File: config.mk
export PLATFORM = sky130hd
export DESIGN_NAME = sdr_req_arb_flat
export DESIGN_NICKNAME = d
export VERILOG_FILES = /design/src/rtl/sdr_req_arb_if.sv /design/src/rtl/sdr_req_arb.sv /design/src/flat_wrapper.sv
export SDC_FILE = /design/constraint.sdc
export NUM_CORES = 1
export LEC_CHECK = 0
export ABC_AREA = 1
export CORE_UTILIZATION = 47
export DETAILED_ROUTE_END_ITERATION = 12
export MAX_ROUTING_LAYER = met4
export PLACE_DENSITY = 0.8
export SLEW_MARGIN = 20
export SYNTH_ARGS = -nofsm -noshare
export SYNTH_HDL_FRONTEND = slang
export SYNTH_SLANG_ARGS = --single-unit
File: constraint.sdc
create_clock -name clk -period 1.95 [get_ports clk]
set_clock_uncertainty 0.05 [all_clocks]
set_input_delay 0.39 -clock clk [delete_from_list [all_inputs] [get_ports clk]]
set_output_delay 0.39 -clock clk [all_outputs]
set_load 0.02 [all_outputs]
File: src/rtl/sdr_req_arb_if.sv
// sdr_req_arb_if: engine <-> arbiter handshake bundle for the SDRAM controller.
// master: engine side (drives requests/exits, observes grants).
// slave:  arbiter side (sdr_req_arb).
interface sdr_req_arb_if;
  logic       init_done;
  logic       wr_req;
  logic       rd_req;
  logic       wr_pausing;
  logic       wr_exit;
  logic       rd_exit;
  logic       aref_done;
  logic       grant_init;
  logic       grant_wr;
  logic       grant_rd;
  logic       grant_aref;
  logic       aref_req;
  logic [2:0] ref_pend;
  logic       ref_ovf;

  modport master (
    output init_done, wr_req, rd_req, wr_pausing, wr_exit, rd_exit, aref_done,
    input  grant_init, grant_wr, grant_rd, grant_aref, aref_req, ref_pend, ref_ovf
  );

  modport slave (
    input  init_done, wr_req, rd_req, wr_pausing, wr_exit, rd_exit, aref_done,
    output grant_init, grant_wr, grant_rd, grant_aref, aref_req, ref_pend, ref_ovf
  );
endinterface

File: src/rtl/sdr_req_arb.sv
// sdr_req_arb: SDRAM pin-ownership arbiter and refresh scheduler.
// Grants init/write/read/auto-refresh one at a time as a decode of the state
// register, owns the refresh interval timer and the pending-refresh counter.
// Optional feature: define SDR_ARB_RR_EN for write/read round-robin on ties;
// otherwise write has fixed priority over read.
module sdr_req_arb #(
  parameter int unsigned REF_PERIOD   = 1300,
  parameter int unsigned REF_MAX_PEND = 4
) (
  input  logic         clk,
  input  logic         rst_n,
  sdr_req_arb_if.slave bus
);
  localparam int unsigned TMR_W  = 12;
  localparam int unsigned PEND_W = 3;
  localparam logic [TMR_W-1:0]  TMR_LAST = TMR_W'(REF_PERIOD - 1);
  localparam logic [PEND_W-1:0] PEND_MAX = PEND_W'(REF_MAX_PEND);

  typedef enum logic [2:0] {
    ST_INIT  = 3'd0,
    ST_IDLE  = 3'd1,
    ST_WRITE = 3'd2,
    ST_READ  = 3'd3,
    ST_AREF  = 3'd4
  } state_t;

  state_t              r_state;
  state_t              w_state_nxt;
  logic [TMR_W-1:0]    r_timer;
  logic [PEND_W-1:0]   r_ref_pend;
  logic                r_ref_ovf;
  logic                r_last_wr;
  logic                w_tick;
  logic                w_dec;
  logic                w_pick_wr;

  // Tick on the timer wrap; timer is frozen at zero until init completes.
  assign w_tick = (r_state != ST_INIT) && (r_timer == TMR_LAST);
  // A done pulse with nothing pending is dropped so the counter cannot underflow.
  assign w_dec  = bus.aref_done && (r_ref_pend != '0);

`ifdef SDR_ARB_RR_EN
  // Tie goes to the engine not served last; a lone requester always wins.
  assign w_pick_wr = bus.wr_req && (!bus.rd_req || !r_last_wr);
`else
  // Fixed priority: write over read. last_wr is kept but not consulted.
  logic w_last_wr_unused;
  assign w_last_wr_unused = r_last_wr;
  assign w_pick_wr        = bus.wr_req;
`endif

  // Refresh interval timer.
  always_ff @(posedge clk or negedge rst_n) begin
    if (!rst_n)                 r_timer <= '0;
    else if (r_state == ST_INIT) r_timer <= '0;
    else if (w_tick)            r_timer <= '0;
    else                        r_timer <= r_timer + TMR_W'(1);
  end

  // Pending-refresh counter with saturation and sticky overflow.
  always_ff @(posedge clk or negedge rst_n) begin
    if (!rst_n) begin
      r_ref_pend <= '0;
      r_ref_ovf  <= 1'b0;
    end else if (r_state == ST_INIT) begin
      r_ref_pend <= '0;
    end else if (w_tick && !w_dec) begin
      if (r_ref_pend == PEND_MAX) r_ref_ovf  <= 1'b1;
      else                        r_ref_pend <= r_ref_pend + PEND_W'(1);
    end else if (w_dec && !w_tick) begin
      r_ref_pend <= r_ref_pend - PEND_W'(1);
    end
  end

  // State register.
  always_ff @(posedge clk or negedge rst_n) begin
    if (!rst_n) r_state <= ST_INIT;
    else        r_state <= w_state_nxt;
  end

  // Next-state: every grant returns through IDLE, refresh first in IDLE.
  always_comb begin
    w_state_nxt = r_state;
    case (r_state)
      ST_INIT:  if (bus.init_done) w_state_nxt = ST_IDLE;
      ST_IDLE: begin
        if (r_ref_pend != '0)    w_state_nxt = ST_AREF;
        else if (bus.wr_pausing) w_state_nxt = ST_WRITE;
        else if (w_pick_wr)      w_state_nxt = ST_WRITE;
        else if (bus.rd_req)     w_state_nxt = ST_READ;
      end
      ST_WRITE: if (bus.wr_exit)   w_state_nxt = ST_IDLE;
      ST_READ:  if (bus.rd_exit)   w_state_nxt = ST_IDLE;
      ST_AREF:  if (bus.aref_done) w_state_nxt = ST_IDLE;
      default:  w_state_nxt = ST_INIT;
    endcase
  end

  // Remember which data engine was entered most recently.
  always_ff @(posedge clk or negedge rst_n) begin
    if (!rst_n)
      r_last_wr <= 1'b0;
    else if ((w_state_nxt == ST_WRITE) && (r_state != ST_WRITE))
      r_last_wr <= 1'b1;
    else if ((w_state_nxt == ST_READ) && (r_state != ST_READ))
      r_last_wr <= 1'b0;
  end

  // Outputs: pure decodes of registers.
  assign bus.grant_init = (r_state == ST_INIT);
  assign bus.grant_wr   = (r_state == ST_WRITE);
  assign bus.grant_rd   = (r_state == ST_READ);
  assign bus.grant_aref = (r_state == ST_AREF);
  assign bus.aref_req   = (r_ref_pend != '0);
  assign bus.ref_pend   = r_ref_pend;
  assign bus.ref_ovf    = r_ref_ovf;
endmodule

File: src/flat_wrapper.sv
// flat-port wrapper written by rule: the top's interface ports become plain ports
module sdr_req_arb_flat 
#(
  parameter int unsigned REF_PERIOD   = 1300,
  parameter int unsigned REF_MAX_PEND = 4
)
  (clk, rst_n, bus_init_done, bus_wr_req, bus_rd_req, bus_wr_pausing, bus_wr_exit, bus_rd_exit, bus_aref_done, bus_grant_init, bus_grant_wr, bus_grant_rd, bus_grant_aref, bus_aref_req, bus_ref_pend, bus_ref_ovf);
  sdr_req_arb_if bus_i ();
  input  logic clk;
  input  logic rst_n;
  input wire logic [$bits(bus_i.init_done)-1:0] bus_init_done;
  input wire logic [$bits(bus_i.wr_req)-1:0] bus_wr_req;
  input wire logic [$bits(bus_i.rd_req)-1:0] bus_rd_req;
  input wire logic [$bits(bus_i.wr_pausing)-1:0] bus_wr_pausing;
  input wire logic [$bits(bus_i.wr_exit)-1:0] bus_wr_exit;
  input wire logic [$bits(bus_i.rd_exit)-1:0] bus_rd_exit;
  input wire logic [$bits(bus_i.aref_done)-1:0] bus_aref_done;
  output wire logic [$bits(bus_i.grant_init)-1:0] bus_grant_init;
  output wire logic [$bits(bus_i.grant_wr)-1:0] bus_grant_wr;
  output wire logic [$bits(bus_i.grant_rd)-1:0] bus_grant_rd;
  output wire logic [$bits(bus_i.grant_aref)-1:0] bus_grant_aref;
  output wire logic [$bits(bus_i.aref_req)-1:0] bus_aref_req;
  output wire logic [$bits(bus_i.ref_pend)-1:0] bus_ref_pend;
  output wire logic [$bits(bus_i.ref_ovf)-1:0] bus_ref_ovf;
  assign bus_i.init_done = bus_init_done;
  assign bus_i.wr_req = bus_wr_req;
  assign bus_i.rd_req = bus_rd_req;
  assign bus_i.wr_pausing = bus_wr_pausing;
  assign bus_i.wr_exit = bus_wr_exit;
  assign bus_i.rd_exit = bus_rd_exit;
  assign bus_i.aref_done = bus_aref_done;
  assign bus_grant_init = bus_i.grant_init;
  assign bus_grant_wr = bus_i.grant_wr;
  assign bus_grant_rd = bus_i.grant_rd;
  assign bus_grant_aref = bus_i.grant_aref;
  assign bus_aref_req = bus_i.aref_req;
  assign bus_ref_pend = bus_i.ref_pend;
  assign bus_ref_ovf = bus_i.ref_ovf;
  sdr_req_arb #(.REF_PERIOD(REF_PERIOD), .REF_MAX_PEND(REF_MAX_PEND)) u_core (.clk(clk), .rst_n(rst_n), .bus(bus_i));
endmodule
# [Word level (Yosys, flattened, before mapping)]
# Cells that the tools add are included.
[op_classes] n_addsub=3 mul=0 n_div=0 magnitude_cmp=0 n_eq_ne=12 shift=0 mux=15 n_bitwise=1 n_reduce_logical=13
[op_table] cell="two-way mux 3 bit" n=12
[op_table] cell="two-way mux 12 bit" n=2
[op_table] cell="one-hot mux 3 bit (5 select lines)" n=1
[op_table] cell="adder 12 x 1 -> 12 bit, second input constant" n=1
[op_table] cell="equality test 12 x 11 -> 1 bit, second input constant" n=1
[op_table] cell="nonzero test 3 bit" n=3
[op_table] cell="!= test 2 bit, second input constant" n=4
[op_table] cell="equality test 3 x 2 -> 1 bit, second input constant" n=2
[op_table] cell="equality test 3 bit, second input constant" n=2
[op_table] cell="!= test 5 bit, second input constant" n=1
[op_table] cell="AND reduction 5 bit" n=1
[op_table] cell="logical AND 1 bit" n=4
[op_table] cell="adder 3 x 1 -> 3 bit, second input constant" n=1
[op_table] cell="equality test 3 x 1 -> 1 bit, second input constant" n=1
[op_table] cell="zero test 3 bit" n=1
[op_table] cell="!= test 3 bit, second input constant" n=1
[op_table] cell="AND reduction 3 bit" n=1
[op_table] cell="subtractor 3 x 1 -> 3 bit, second input constant" n=1
[op_table] cell="zero test 1 bit" n=2
[op_table] cell="AND reduction 2 bit" n=1
[op_table] cell="inverter 1 bit" n=1
[word_totals] regBits=19 latch_bits=0 mem_bits_rw=0 rom_bits=0 output_inout_bits=9 wordCells=48 mem_count=0

# [Longest topological paths before layout]
# Gate-level depths: netlist (run 1).
[depth] ltp_word=7 mapped_depth=11 mapped_depth_nobuf=11

# [Least setup slack after synthesis (run 1)]
# OpenSTA, ideal clock, no wires.
[synth_timing] path_type="register -> register" startpoint="register u_core.r_ref_pend[2], in the netlist u_core.bus.ref_pend[2]" endpoint="register u_core.r_ref_pend[2], in the netlist u_core.bus.ref_pend[2]" setup_ns=0.118 arrival_time_ns=1.774 setup_slack_ns=0.008 stages_incl_launch_ff=12 cell_sequence="dfrtp_1 -> inv_1 -> nand3_2 -> nand2_1 -> nand2_2 -> nor2_4 -> fa_1 -> xnor2_1 -> o21bai_1 -> nand2_1 -> nand3_1 -> nand2_1"
[synth_between] elab_chain_cells=6
[synth_lines] item="from (decl)" line_no="sdr_req_arb.sv:30" source="logic [PEND_W-1:0] r_ref_pend;"
[synth_lines] item="from (signal assigned)" line_no="sdr_req_arb.sv:69" source="else r_ref_pend <= r_ref_pend + PEND_W'(1);"
[synth_lines] item="from (signal assigned)" line_no="sdr_req_arb.sv:71" source="r_ref_pend <= r_ref_pend - PEND_W'(1);"
[synth_lines] item="nonzero test 3 bit *"
[synth_lines] item="named net bus_aref_req" line_no="flat_wrapper.sv:22" source="output wire logic [$bits(bus_i.aref_req)-1:0] bus_aref_req;"
[synth_lines] item="logical AND 1 bit *" line_no="sdr_req_arb.sv:40" source="assign w_dec = bus.aref_done && (r_ref_pend != '0);"
[synth_lines] item="zero test 1 bit" line_no="sdr_req_arb.sv:67" source="end else if (w_tick && !w_dec) begin"
[synth_lines] item="logical AND 1 bit" line_no="sdr_req_arb.sv:67"
[synth_lines] item="!= test 3 bit (no source line), or another cell as far along"
[synth_lines] item="AND reduction 2 bit (no source line) or two-way mux 3 bit (tied branches)"
# The timed path passes the listed nets; every way through them passes the cells marked *. The select of a mux whose other input is x is not followed.
# A chain may end at the register's enable or synchronous reset.

# [Worst setup path after layout (run 1)]
[layout_timing] startpoint="register u_core.r_timer[0]" endpoint="register u_core.r_ref_pend[2], in the netlist u_core.bus.ref_pend[2]"
[layout_between] elab_chain_cells=6
[layout_lines] item="from (decl)" line_no="sdr_req_arb.sv:29" source="logic [TMR_W-1:0] r_timer;"
[layout_lines] item="from (signal assigned)" line_no="sdr_req_arb.sv:57" source="else r_timer <= r_timer + TMR_W'(1);"
[layout_lines] item="equality test 12 x 11 -> 1 bit *" line_no="sdr_req_arb.sv:38" source="assign w_tick = (r_state != ST_INIT) && (r_timer == TMR_LAST);"
[layout_lines] item="logical AND 1 bit *" line_no="sdr_req_arb.sv:38"
[layout_lines] item="zero test 1 bit" line_no="sdr_req_arb.sv:70" source="end else if (w_dec && !w_tick) begin"
[layout_lines] item="logical AND 1 bit" line_no="sdr_req_arb.sv:70"
[layout_lines] item="nonzero test 3 bit (no source line)"
[layout_lines] item="AND reduction 2 bit (no source line)"
# Every way passes the cells marked *; elsewhere a longest branch is shown, timed or not.

==> flow_summary.yaml, run 1 <==
die:
  placement_rows: 17
  dieArea_sq_um: 2670
  die_h_um: 51.6
  die_w_um: 51.6
  initial_core_util_pct: 50.9
  core_area_sq_um: 2280
  num_io_pins: 18
power:
  sw_frac_of_total_pct: 46.3
  total_power_w: 0.00188
  peakVddDrop_mv: 0.804
  leakagePower_nw: 0.682
  power.share.clock_pct: 10.5
  p_switching_w: 0.000872
  intPower_w: 0.00101
  power_frac_seq_pct: 31.0
  p_comb_share_pct: 58.5
  p_per_area_nw_per_um2: 1290
synthesis:
  syn-mean-instance-area_sq_um: 7.77
  synthFlopType: "dfrtp_1"
  synth_seq_area_share_pct: 41.1
  synthArstFlopShare_pct: 100
  synthCells: 149
  ys_types: 30
  post-synth-top-area-fraction_pct: 41.1
  yosysTopAreaCell: "dfrtp_1"
  yosys-top-cells-count: "nand2_1, nor2_1, dfrtp_1"
  synth_nets: 160
  synth_edf_count: 0
  ys_ff_latch: 19
  yosysWarnings: 0
  synth_area_sq_um: 1160
  yosys-top-cells-area: "dfrtp_1, nand2_1, nor2_1"
sta:
  timing.final.max_slew_violations: 0
  setup_violations: 0
  max_freq_ghz: 0.536
  hold_slack_ps: 367
  period_share_pct: 95.6
  layout_setup_ws_ps: 85.8
  finalHoldViolations: 0
  post-route-min-period_ps: 1860
  tightest_slew_ps: 267
  rsz0062_at_grt: "yes"
  maxSlewHeadroom_pct: 82.1
clock_tree:
  cts_sinks: 19
  cts-root-buf: "clkbuf_4"
  tritoncts: "built"
  cts-buffers-inserted: 3
  clk_pin_slew_ps: 110
  clock_latency_ps: 290
  ctsHoldBuffers: 0
  h-tree-depth: 1
  clockBufferDepth: 2
min_path:
  hold_path_class: "primary input to async pin"
setup_path:
  worst-path-buf-inv: 0
  critPathSlowestCell: "dfrtp_1"
  crit_family: "adder cells"
  worstPathArrival_ps: 2010
  critPathMaxFanout: 3
  cp-end-kind: "flip-flop"
  crit_type: "flip-flop to flip-flop"
  path_cells: "ha_2 > nand2_2 > nor2_4 > nand3_2 > nor2_4 > fa_2 > xnor2_2 > o21bai_1 > nand2_1 > nand3_1 > nand2_1"
  cpPeakStageDelay_ps: 410
  crit_path_start_kind: "flip-flop"
  required_ps: 2100
cells_and_area:
  syn2layout_area_growth_pct: 26.7
  nets: 190
  multiInputGateArea_sq_um: 621
  fillers: 194
  drive_gt1_share_pct: 22.5
  postLayoutCellArea_sq_um: 1470
  n_antenna_cell: 0
  regArea_sq_um: 477
  final_util_pct: 64.4
global_routing:
  grt.total_usage_pct: 21.1
  antenna_found_initial: 0
  grt_pass1_wl_um: 4070
  grt_pass1_vias: 1027
  grt_overflow: 0
  grt_max_degree: 20
route:
  first_iter_violations: 27
  via_count: 1046
  drtAntennaViolNets: 0
  drc_errors: 0
  routed_wirelength_um: 2520
  wl_per_cell_um: 12.2
  drt_first_pass_iters: 4
  avgViaCountPerCell: 5.08
status:
  outcome: "completed"
place:
  io_buffers: 17
  post-dp-hpwl_um: 2020
  place_congestion: 0.845
  dpl_cell_area_sq_um: 1420
  dp_slack_ps: -201
job:
  cap_violations: 0
## sequential cells by signal, indices dropped and copies added, names as in the netlist
register / cells
u_core.r_timer: 12
u_core.bus.ref_pend: 3
u_core.r_state: 3
u_core.bus.ref_ovf: 1
## repair_timing
action / 4_1_cts / 5_1_grt
pin swaps: 1 / 1
buffers inserted: 1 / 0
hold endpoints to repair: 0 / 0
resized for setup: 7 / 9
endpoints found under the setup margin: 7 / 4
## stage by stage
stage          cells  TNS (ps)
4_1_cts          206         0
3_5_place_dp     201      -215
5_1_grt          206     -16.5
3_3_place_gp     201      -104
6_report         206         0
2_1_floorplan    149         0
## layer usage
metal  up-vias  part of all wire [%]  GRT usage (%)
met4         0                   2.3           7.66
met3         8                   3.3           2.05
met1       482                    42           21.7
li1        526                     -              -
met2        30                    53           40.9
met5         -                     0              -
## kinds of logic (layout without fill, tap and decap cells)
kind of cell | after synthesis | count (layout) | synth area share (%)
and+or+nand+nor | 88 | 88 | 37.9
buffers and inverters | 23 | 52 | 7.46
DFF | 19 | 19 | 41.1
AOI/OAI and AO/OA | 10 | 10 | 5.40
xor gates and xnor gates | 7 | 7 | 5.30
adders and majority gates | 2 | 2 | 2.81
## area by class of cell
type,count,share of cell area (%)
Tap cell,28,2.39
Sequential cell,19,32.5
Timing Repair Buffer,25,15.1
Multi-Input combinational cell,107,42.3
Clock buffer,4,1.79
Inverter,23,5.89
## final timing paths
| path | from | end | slack (ps) | cells past startpoint |
|---|---|---|---|---|
| max | u_core.r_timer[0] | u_core.bus.ref_pend[2] | 90 | 11 |
| min | rst_n | u_core.r_timer[6] | 370 | 2 |
| max reg2reg | u_core.r_timer[0] | u_core.bus.ref_pend[2] | 90 | 11 |
| min reg2reg | u_core.bus.ref_ovf | u_core.bus.ref_ovf | 450 | 1 |
| max in group asynchronous | rst_n | u_core.bus.ref_pend[2] | 1260 | 2 |
| min in group clk | u_core.bus.ref_ovf | u_core.bus.ref_ovf | 450 | 1 |
## power by group through the flow
stage	sequential, W	combinational [W]	clock (W)
2_1_floorplan	0.000600	0.000669	0
3_3_place_gp	0.000575	0.00103	0
3_5_place_dp	0.000585	0.00108	0
4_1_cts	0.000575	0.00108	0.000199
5_1_grt	0.000596	0.00123	0.000221
6_report	0.000584	0.00110	0.000198
## placed cells by master, fill, tap and decap left out, drive strengths merged
cell type and n:
fa 1, nor3 6, ha 1, buf 8, clkbuf 5, xor2 6, dlygate4sd2 3, xnor2 1
dfrtp 19, inv 23, nand4 1, or2 2, a21oi 4, o21ai 2, nand3 11, o21bai 3
a31oi 1, nand2 32, clkdlybuf4s50 12, and3 1, nor3b 2, nand3b 2, nor2 31, clkdlybuf4s15 1
(Power assumes the default switching activity.)
==> run 2: changes to the inputs <==
Settings changed: CORE_UTILIZATION 47 to 25, PLACE_DENSITY 0.8 to 0.51.
==> flow_summary.yaml, run 2 (same netlist as run 1, synthesis figures left out) <==
clock_tree:
  clock_latency_ps: 260
  cts_sinks: 19
  clk_pin_slew_ps: 80
  tritoncts: "built"
  cts-buffers-inserted: 3
  clockBufferDepth: 2
  cts-root-buf: "clkbuf_8"
  h-tree-depth: 1
sta:
  finalHoldViolations: 0
  layout_setup_ws_ps: 102
  period_share_pct: 94.8
  max_freq_ghz: 0.541
  maxSlewHeadroom_pct: 78.5
  timing.final.max_slew_violations: 0
  tightest_slew_ps: 320
  post-route-min-period_ps: 1850
  setup_violations: 0
cells_and_area:
  largest_register_ffs: 12
  largest_register: "u_core.r_timer"
  nets: 193
  final_common_cell: "nand2_1"
  mostFrequentLayoutCells: "nand2_1, nor2_1, dfrtp_1, inv_1, clkdlybuf4s50_1"
  drive_gt1_share_pct: 22.7
  final_util_pct: 34.6
  postLayoutCellArea_sq_um: 1530
  final_cells: 233
  n_antenna_cell: 0
  syn2layout_area_growth_pct: 32.0
place:
  io_buffers: 17
  place_congestion: 0.706
  dp.cells: 227
  dpl_cell_area_sq_um: 1460
  dp_slack_ps: -153
  post-dp-hpwl_um: 1850
route:
  drc_errors: 0
  wl_per_cell_um: 10.2
  drtAntennaViolNets: 0
  first_iter_violations: 40
  via_count: 983
  routed_wirelength_um: 2390
  avgViaCountPerCell: 4.22
  drt_first_pass_iters: 6
setup_path:
  required_ps: 1510
  worstPathArrival_ps: 1410
  crit_path_start_kind: "flip-flop"
  cp-end-kind: "output pin"
  critPathMaxFanout: 3
  crit_type: "flip-flop to output pin"
global_routing:
  grt_pass1_wl_um: 4490
  grt_overflow: 0
  antenna_found_initial: 0
  grt_max_degree: 20
  grt_pass1_vias: 1009
  grt.total_usage_pct: 11.8
power:
  total_power_w: 0.00195
  leakagePower_nw: 0.707
  p_per_area_nw_per_um2: 1270
  peakVddDrop_mv: 0.414
status:
  outcome: "completed"
die:
  placement_rows: 24
  num_io_pins: 18
  die_w_um: 70.0
  dieArea_sq_um: 4910
  initial_core_util_pct: 26.2
  die_h_um: 70.0
  core_area_sq_um: 4410
job:
  cap_violations: 0
min_path:
  hold_path_class: "primary input to async pin"
## run 2: final timing paths
check | start | endpoint | slack, ps | cells past startpoint
setup / recovery | u_core.r_state[1] | bus_grant_rd | 100 | 5
max in group asynchronous | rst_n | u_core.r_timer[6] | 1240 | 2
min in group clk | u_core.bus.ref_ovf | u_core.bus.ref_ovf | 430 | 1
hold reg to reg | u_core.bus.ref_ovf | u_core.bus.ref_ovf | 430 | 1
hold / removal | rst_n | u_core.r_timer[11] | 410 | 2
setup reg to reg | u_core.r_timer[0] | u_core.bus.ref_pend[2] | 140 | 11
## run 2: area by class of cell
class                           instances  area (sq um)
Inverter                               23          86.3
Clock buffer                            4          45.0
Fill cell                             477          2890
Tap cell                               52          65.1
Multi-Input combinational cell        107           608
Timing Repair Buffer                   28           248
Sequential cell                        19           475
## run 2: through the flow
| stage | hold WS (ps) | TNS [ps] |
|---|---|---|
| after floorplan | 44.4 | 0 |
| after global placement | 393 | -110 |
| after detailed placement | 394 | -153 |
| after CTS | 423 | 0 |
| after global routing | 444 | -27.3 |
| final | 408 | 0 |
## run 2: routing by layer
layer | GRT usage, % | wire length (um) | up-vias
met5 | - | 0 | -
met4 | 4.00 | 14 | 0
met3 | 2.31 | 114 | 2
met2 | 17.0 | 999 | 22
met1 | 16.5 | 1260 | 427
li1 | - | - | 532
## run 2: repair_timing
item                                    in CTS  in global routing
pin swaps                                    2                  2
resized for setup                            4                  9
endpoints found under the setup margin       5                  5
hold buffers                                 0                  0
setup buffers                                2                  0
## run 2: report_power, final
part,internal [W],leakage [nW],switching (W)
clock network,0.000145,0.0228,0.000137
logic,0.000441,0.430,0.000657
registers,0.000489,0.254,0.0000763
total,0.00108,0.707,0.000870
## run 2: worst max-delay path, stage by stage, from the launching register on
cell	delay, ps
dfrtp_1	360
inv_1	100
nor2_1	190
inv_1	100
nor2_1	90
clkdlybuf4s15_1	310
